<file path="config.mk">
export PLATFORM = sky130hd
export DESIGN_NAME = onehot_sequencer
export DESIGN_NICKNAME = d
export VERILOG_FILES = /design/src/rtl/onehot_seq_pkg.sv /design/src/rtl/onehot_decode.sv /design/src/rtl/onehot_sequencer.sv
export SDC_FILE = /design/constraint.sdc
export NUM_CORES = 1
export LEC_CHECK = 0
export CORE_ASPECT_RATIO = 1.4
export CORE_MARGIN = 4
export CORE_UTILIZATION = 45
export DETAILED_ROUTE_END_ITERATION = 12
export HOLD_SLACK_MARGIN = 0.06
export MAX_ROUTING_LAYER = met4
export PLACE_DENSITY_LB_ADDON = 0.25
export SLEW_MARGIN = 20
export SYNTH_ARGS = -nofsm -noshare
export SYNTH_HDL_FRONTEND = slang
export SYNTH_SLANG_ARGS = --single-unit
export TNS_END_PERCENT = 5
</file>
<file path="constraint.sdc">
create_clock -name clk -period 4.15 [get_ports clk]
set_input_delay 1.245 -clock clk [delete_from_list [all_inputs] [get_ports clk]]
set_output_delay 1.245 -clock clk [all_outputs]
set_load 0.005 [all_outputs]
</file>
<file path="src/rtl/onehot_seq_pkg.sv">
// Shared encodings for the one-hot sequencer: command opcodes, FSM states and
// rotation directions.
package onehot_seq_pkg;

  typedef enum logic [1:0] {
    OP_LOAD  = 2'b00,
    OP_STEP  = 2'b01,
    OP_RUN   = 2'b10,
    OP_CLEAR = 2'b11
  } op_e;

  typedef enum logic {
    ST_IDLE = 1'b0,
    ST_RUN  = 1'b1
  } state_e;

  localparam logic DIR_LEFT  = 1'b0;
  localparam logic DIR_RIGHT = 1'b1;

endpackage

</file>
<file path="src/rtl/onehot_decode.sv">
// Combinational binary-index to one-hot decoder; 2**SEL_W outputs.
module onehot_decode #(
  parameter int SEL_W = 3
) (
  input  logic [SEL_W-1:0]      idx,
  output logic [(1<<SEL_W)-1:0] onehot
);

  // Set exactly the bit selected by idx.
  always_comb begin
    onehot      = '0;
    onehot[idx] = 1'b1;
  end

endmodule

</file>
<file path="src/rtl/onehot_sequencer.sv">
// Registered one-hot select with LOAD / STEP / RUN / CLEAR commands and a
// two-state RUN FSM that auto-rotates for a programmed number of edges.
module onehot_sequencer
  import onehot_seq_pkg::*;
#(
  parameter  int SEL_W     = 3,
  parameter  int CNT_W     = 8,
  parameter  int RESET_IDX = 0,
  localparam int OUT_W     = 1 << SEL_W
) (
  input  logic             clk,
  input  logic             rst_n,
  input  logic             cmd_valid,
  output logic             cmd_ready,
  input  logic [1:0]       cmd_op,
  input  logic             cmd_dir,
  input  logic [SEL_W-1:0] cmd_idx,
  input  logic [CNT_W-1:0] cmd_cnt,
  input  logic             abort,
  output logic [OUT_W-1:0] out_onehot,
  output logic [SEL_W-1:0] out_idx,
  output logic             out_valid,
  output logic             done
);

  localparam logic [SEL_W-1:0] RESET_SEL = SEL_W'(RESET_IDX);
  localparam logic [OUT_W-1:0] RESET_OH  = OUT_W'(1) << RESET_IDX;

  state_e             state_r, state_s;
  logic [CNT_W-1:0]   cnt_r, cnt_s;
  logic               dir_r, dir_s;
  logic [OUT_W-1:0]   onehot_r, onehot_s;
  logic [SEL_W-1:0]   idx_r, idx_s;
  logic               valid_r, valid_s;
  logic               done_r, done_s;

  logic               step_dir_s;
  logic [OUT_W-1:0]   step_oh_s;
  logic [SEL_W-1:0]   step_idx_s;
  logic [OUT_W-1:0]   load_oh_s;

  onehot_decode #(.SEL_W(SEL_W)) u_decode (
    .idx    (cmd_idx),
    .onehot (load_oh_s)
  );

  // A RUN rotates in its latched direction; a STEP uses the live command bit.
  assign step_dir_s = (state_r == ST_RUN) ? dir_r : cmd_dir;

  // One-position rotation of both the vector and its index; a cleared vector stays zero.
  always_comb begin
    step_oh_s  = onehot_r;
    step_idx_s = idx_r;
    if (step_dir_s == DIR_RIGHT) begin
      step_oh_s  = {onehot_r[0], onehot_r[OUT_W-1:1]};
      step_idx_s = idx_r - SEL_W'(1);
    end else begin
      step_oh_s  = {onehot_r[OUT_W-2:0], onehot_r[OUT_W-1]};
      step_idx_s = idx_r + SEL_W'(1);
    end
  end

  // Next-state and next-output logic for command accept and the RUN sequence.
  always_comb begin
    state_s  = state_r;
    cnt_s    = cnt_r;
    dir_s    = dir_r;
    onehot_s = onehot_r;
    idx_s    = idx_r;
    valid_s  = valid_r;
    done_s   = 1'b0;
    case (state_r)
      ST_IDLE: begin
        if (cmd_valid) begin
          case (cmd_op)
            OP_LOAD: begin
              onehot_s = load_oh_s;
              idx_s    = cmd_idx;
              valid_s  = 1'b1;
            end
            OP_STEP: begin
              onehot_s = step_oh_s;
              idx_s    = step_idx_s;
            end
            OP_RUN: begin
              state_s = ST_RUN;
              cnt_s   = cmd_cnt;
              dir_s   = cmd_dir;
            end
            OP_CLEAR: begin
              onehot_s = '0;
              idx_s    = '0;
              valid_s  = 1'b0;
            end
            default: begin
              state_s = ST_IDLE;
            end
          endcase
        end else begin
          state_s = ST_IDLE;
        end
      end
      ST_RUN: begin
        // abort outranks the final count so a cut-short run never reports done
        if (abort) begin
          state_s = ST_IDLE;
        end else if (cnt_r == '0) begin
          state_s = ST_IDLE;
          done_s  = 1'b1;
        end else begin
          onehot_s = step_oh_s;
          idx_s    = step_idx_s;
          cnt_s    = cnt_r - CNT_W'(1);
        end
      end
      default: begin
        state_s = ST_IDLE;
      end
    endcase
  end

  // State and output registers.
  always_ff @(posedge clk or negedge rst_n) begin
    if (!rst_n) begin
      state_r  <= ST_IDLE;
      cnt_r    <= '0;
      dir_r    <= DIR_LEFT;
      onehot_r <= RESET_OH;
      idx_r    <= RESET_SEL;
      valid_r  <= 1'b1;
      done_r   <= 1'b0;
    end else begin
      state_r  <= state_s;
      cnt_r    <= cnt_s;
      dir_r    <= dir_s;
      onehot_r <= onehot_s;
      idx_r    <= idx_s;
      valid_r  <= valid_s;
      done_r   <= done_s;
    end
  end

  assign cmd_ready  = (state_r == ST_IDLE);
  assign out_onehot = onehot_r;
  assign out_idx    = idx_r;
  assign out_valid  = valid_r;
  assign done       = done_r;

endmodule
</file>
# --- Yosys cells after proc, flatten, opt, wreduce, memory -nomap -nowiden ---
# Index checks and enable logic that the tools add are counted.
totals:
  out_inout_bits: 14
  elab_cells: 58
  reg_bits: 23
  mem_count: 0
  latch_bits: 0
  input_bits: 18
  rom_bits: 0
  ramBits: 0
op_classes:
  order_cmp: 2
  shifts: 0
  bitwise_logic: 1
  div_mod_pow: 0
  reduce_logical: 8
  n_addsub: 3
  multipliers: 0
  eq_ne: 8
  muxes: 29
ops:
  columns: ["operator", "n"]
  rows:
  - ["2-to-1 mux 8 bit", 8]
  - ["one-hot mux 8 bit (2 select lines)", 2]
  - ["one-hot mux 8 bit (3 select lines)", 1]
  - ["2-to-1 mux 3 bit", 4]
  - ["2-to-1 mux 1 bit", 9]
  - ["one-hot mux 3 bit (3 select lines)", 1]
  - ["zero test 8 bit", 1]
  - ["AND reduction 4 bit", 2]
  - ["subtractor 8 x 1 -> 8 bit (second input constant)", 1]
  - ["inequality test 2 bit (second input constant)", 3]
  - ["one-hot mux 3 bit (2 select lines)", 1]
  - ["AND reduction 3 bit", 2]
  - ["equality test 2 bit (second input constant)", 2]
  - ["less-than comparator 3 x 4 -> 1 bit (second input constant)", 1]
  - ["inequality test 4 x 1 -> 1 bit (second input constant)", 1]
  - ["one-hot mux 1 bit (2 select lines)", 2]
  - ["adder 3 x 1 -> 3 bit (second input constant)", 1]
  - ["demux 1 bit (select 3 bit)", 1]
  - [">= comparator 3 x 1 -> 1 bit (second input constant)", 1]
  - ["subtractor 3 x 1 -> 3 bit (second input constant)", 1]
  - ["equality test 2 x 1 -> 1 bit (second input constant)", 1]
  - ["zero test 2 bit", 1]
  - ["inequality test 2 x 1 -> 1 bit (second input constant)", 1]
  - ["nonzero test 2 bit", 1]
  - ["other kinds (2)", 2]

# --- Logic depth before layout (Yosys ltp) ---
depth:
  word_depth: 7
  depth_mapped: 7
  ltp_nobuf: 6

# --- By module ---
# From an unflattened synthesis, not the netlist that was laid out.
hier_totals:
  cells_unflattened: 157
  area_unflattened_um2: 1604.0
modules_own_cells:
  columns: ["module", "area_each_um2", "instances", "seq_area_each_um2", "cells_each"]
  rows:
  - ["onehot_sequencer", 1539.0, 1, 578.1, 149]
  - ["onehot_decode", 65.1, 1, 0.0, 8]

# --- Worst setup path before layout ---
# Ideal clock, no wire load.
synth_path:
  path_type: "input to register"
  startpoint: "input port cmd_op[1]"
  endpoint: "register idx_r[0] (netlist: out_idx[0])"
  slack_ns: 1.628
  path_buffers: 1
  stages: 6
  required_ns: 4.025
  setup_ns: 0.125
  arrival_ns: 2.397
  cell_sequence: "inv_1 ha_1 o31a_1 nor2_4 buf_8 mux2_4"
synth_via:
  elab_chain_len: 4
  elab_cells_between_ends: 8
  cone_classes: "3 x eq/ne; 3 x mux; 2 x reduce/logical"
synth_rtl:
  columns: ["item", "line_no", "text"]
  rows:
  - ["start, declared", "onehot_sequencer.sv:15", "input logic [1:0] cmd_op,"]
  - ["equality test 2 bit, or another cell as far along", "onehot_sequencer.sv:75", "case (cmd_op)"]
  - ["one-hot mux 3 bit (3 select lines)", "onehot_sequencer.sv:75", null]
  - ["2-to-1 mux 3 bit", "onehot_sequencer.sv:74", "if (cmd_valid) begin"]
  - ["one-hot mux 3 bit (2 select lines)", "onehot_sequencer.sv:72", "case (state_r)"]
  - ["end signal, assigned", "onehot_sequencer.sv:137", "idx_r <= idx_s;"]
  - ["end, declared", "onehot_sequencer.sv:33", "logic [SEL_W-1:0] idx_r, idx_s;"]
# Parallel ways exist; a longest one is shown, timed or not. The select of a mux whose other input is x is not followed.
# A chain may end at the register's enable or synchronous reset.

# --- Worst setup path in the final report ---
layout_path:
  startpoint: "register state_r"
  endpoint: "output port cmd_ready"
layout_via:
  elab_chain_len: 1
layout_rtl:
  columns: ["item", "line_no", "text"]
  rows:
  - ["start, declared", "onehot_sequencer.sv:29", "state_e state_r, state_s;"]
  - ["start signal, assigned", "onehot_sequencer.sv:133", "state_r <= state_s;"]
  - ["inverter 1 bit (no line)", null, null]
  - ["end, declared", "onehot_sequencer.sv:14", "output logic cmd_ready,"]
# No other way between the ends.

==> results list <==
* Type of origin of the critical path: flop
- TritonCTS built the clock tree.
- Number of hold-repair buffers added at the cts stage: 0
- Chip Height: a little under 80 um
- Count of cells resized by post-cts repair: 0
* Worst hold-check path type: reg2reg
* Routed wire length: roughly 3600 um
- Post-synthesis compound-gate area fraction: 0.163
- In this run the static leakage power is about 0.00082 uW.
* Post-synthesis async set-or-reset flop share: 1.00
- Portion of synthesized cell area occupied by the leading cell type: 0.342
- Total number of clock tree sinks: 23
- Of the synthesized area, sequential elements account for 0.376.
* Final count of pins violating max slew: 0
* Status: finished clean
- Of all nets on the critical path, the largest fanout is 22.
- Endpoint kind of the worst setup timing path: output port
- Clock tree root buffer cell: sky130_fd_sc_hd__clkbuf_8
- Drt via density: between 5 and 6
- Path type of the worst setup path: reg2out
- Setup violations remaining at the end of the flow were counted as 0.
- The smallest clock period supported by the final layout is computed as ~3.0 ns.
* Clock-pin transition on the worst setup and hold timing paths: around 0.09 ns
- For the worst setup path, the data required time is 2.90 ns.
- Maximum buffer depth of the clock tree: 2
- Data arrival time of the critical path: 1.79 ns
* Largest area contributor in the netlist: sky130_fd_sc_hd__dfrtp_1
- Skew final: 0.00348 ns
- Final Cycle Share: 0.731
- Via count of the first global-routing pass: 1365
* Top cells by count, synth: sky130_fd_sc_hd__dfrtp_1 (21), sky130_fd_sc_hd__nand2_1 (13), sky130_fd_sc_hd__mux2i_1 (11)
- The number of antenna violations at the first check in global routing came to 0.
* ANT cells: 0
- Synthesized net count: about 180
- Sum Neg Setup Slack: 0 ns
- A synthesized cell averages ~10 sq um.
* Share of synthesized cell area in full adder, half adder and majority cells: 0.0618
- The first global-routing pass estimated slightly above 6000 um of wire.
* Die Span X: around 57 um
- Final count of hold timing violations: 0
- The most common cell in the synthesized netlist is sky130_fd_sc_hd__dfrtp_1.
* Average wire length per cell after detail routing: roughly 16 um
- Total Power: ~790 uW
- Mux contribution to synthesized area: 0.167
- After synthesis, the largest family of logic cells by area is simple AND/OR/NAND/NOR gates.
- Post-CTS timing repair inserted 0 buffers for setup.
- Post-DP HPWL: ~2700 um
- Setup repair after global routing left no endpoint under its margin.
* Input/output buffers: 31
- The routed layout has around 1300 vias.
- Yosys mapped the design onto 48 distinct sky130hd cell types.
* XOR/XNOR share of the synthesized area: 0.00570
* Final worst hold slack: a little under 0.5 ns
- Post-route DRC: 0
- Max-slew headroom: 0.527
* Area growth from synthesis to layout: 24.2%
- Synthesized area: 1540 sq um
- CTS built an H-tree with a depth of 1.
- The clock reaches the later pin of the worst-skew pair after around 0.27 ns.
- The floorplan step defined a die boundary enclosing 4430 sq um.
- For this design the ratio of total power to cell area is slightly above 400 nW/um^2.
- In the synthesized netlist the dominant register cell turns out to be sky130_fd_sc_hd__dfrtp_1.
* Number of top-level pins: 32
- Counting every instance in the synthesized netlist gives 150.
- Pin count of the biggest net entering global routing: 24
- Number of iterations in the first detailed-routing pass: 4
- Routability-driven placement finished with a final weighted congestion of 0.872.
- Count of antenna-violating nets left after detailed routing: 0
- Fraction of layout instances using a drive strength above 1: 0.139
- Counting flops with a built-in enable in the synthesized netlist gives 0.
- In the post-synthesis netlist, the biggest area contributors are sky130_fd_sc_hd__dfrtp_1 (34%), sky130_fd_sc_hd__mux2_4 (8.8%), sky130_fd_sc_hd__mux2i_1 (7.2%).
- Starting density of the core: 0.479
- Number of violations of the max-capacitance limit: 0
- Aggregate global routing overflow: 0
* Row count: 24
- The detailed router finished its first iteration with 28 violations.
- During synthesis, Yosys emitted a total of 0 warnings.
* Max Fclk: 330 MHz
- Fill cells in the final layout number a little under 300.
* Clock buffer count from CTS: 3
- Placeable Area: 3210 sq um
* Pin slew with the least headroom to its limit: about 0.71 ns
- For this run, the post-layout net count is between 200 and 250.
* VDD IR max: around 0.23 mV
- Share of synthesized cell area in and, or, nand and nor gates: 0.184
- Synthesis inferred 23 register bits.
- Global-route usage over all layers: 0.179
layout by cell type, fill, tap and decap left out, types with 3 or more instances in the layout:
master                            count
sky130_fd_sc_hd__nand2_1             13
sky130_fd_sc_hd__nor2b_1              4
sky130_fd_sc_hd__nor2_1              10
sky130_fd_sc_hd__clkbuf_8             3
sky130_fd_sc_hd__dfrtp_1             21
sky130_fd_sc_hd__mux2_4               9
sky130_fd_sc_hd__clkdlybuf4s50_1     30
sky130_fd_sc_hd__o21ai_0             10
sky130_fd_sc_hd__nor3_1               4
sky130_fd_sc_hd__ha_1                 6
sky130_fd_sc_hd__mux2i_1             11
sky130_fd_sc_hd__a21oi_1              4
sky130_fd_sc_hd__inv_1                7
sky130_fd_sc_hd__nand3_1              3
power breakdown:
| part | switching (uW) | internal (uW) | total [uW] |
|---|---|---|---|
| combinational | 123 | 169 | 292 |
| clock | 78.1 | 67.2 | 145 |
| sequential | 73.7 | 282 | 356 |
| total | 274 | 518 | 793 |
worst max-delay path, stage by stage, from the launching register on:
cell and delay [ns]:
sky130_fd_sc_hd__dfrtp_1 0.81, sky130_fd_sc_hd__inv_1 0.21, sky130_fd_sc_hd__clkdlybuf4s50_1 0.50
sequential cells by signal, indices dropped and copies added (netlist names):
register,cells
out_valid,1
state_r,1
out_onehot,8
cnt_r,8
dir_r,1
done,1
out_idx,3
worst paths after layout:
kind,start,endpoint,slack (ns),depth (start not counted)
setup reg to reg,state_r,out_idx[2],1.94,6
hold reg to reg,dir_r,dir_r,0.49,2
min in group asynchronous,rst_n,out_onehot[6],0.94,1
hold / removal,dir_r,dir_r,0.49,2
setup / recovery,state_r,cmd_ready,1.12,2
max in group asynchronous,rst_n,out_onehot[0],2.84,1
metrics by stage:
step           setup slack, ns  cells   util  area (sq um)
2_1_floorplan             1.63    150      -          1540
3_3_place_gp             0.959    215  0.581          1870
3_5_place_dp             0.864    215  0.581          1870
4_1_cts                   1.12    219  0.596          1910
5_1_grt                  0.966    219  0.594          1910
6_report                  1.12    219  0.594          1910
logic make-up after synthesis:
logic type / Yosys count
AO/OA/AOI/OAI: 35
XOR/XNOR: 1
adder cells (fa/ha/maj): 7
buffers and inverters: 14
flip-flops: 23
multiplexers: 21
AND/OR/NAND/NOR: 49
final cells by class:
type | instances | area, sq um | area share
multi-input cells | 113 | 893 | 0.468
inverters | 8 | 30.0 | 0.0157
clock inverters | 1 | 5.00 | 0.00262
flip-flops and latches | 23 | 578 | 0.303
well taps | 39 | 48.8 | 0.0256
repair buffers | 32 | 313 | 0.164
clock buffers | 3 | 41.3 | 0.0216
routing by layer:
metal  track usage  wire, um  vias up
li1              -         -      606
met1         0.189      1390      637
met2         0.324      1950       34
met3        0.0303       156       10
met4        0.0673        87        0
met5             -         0        -
Power figures use the tool's default switching activity.
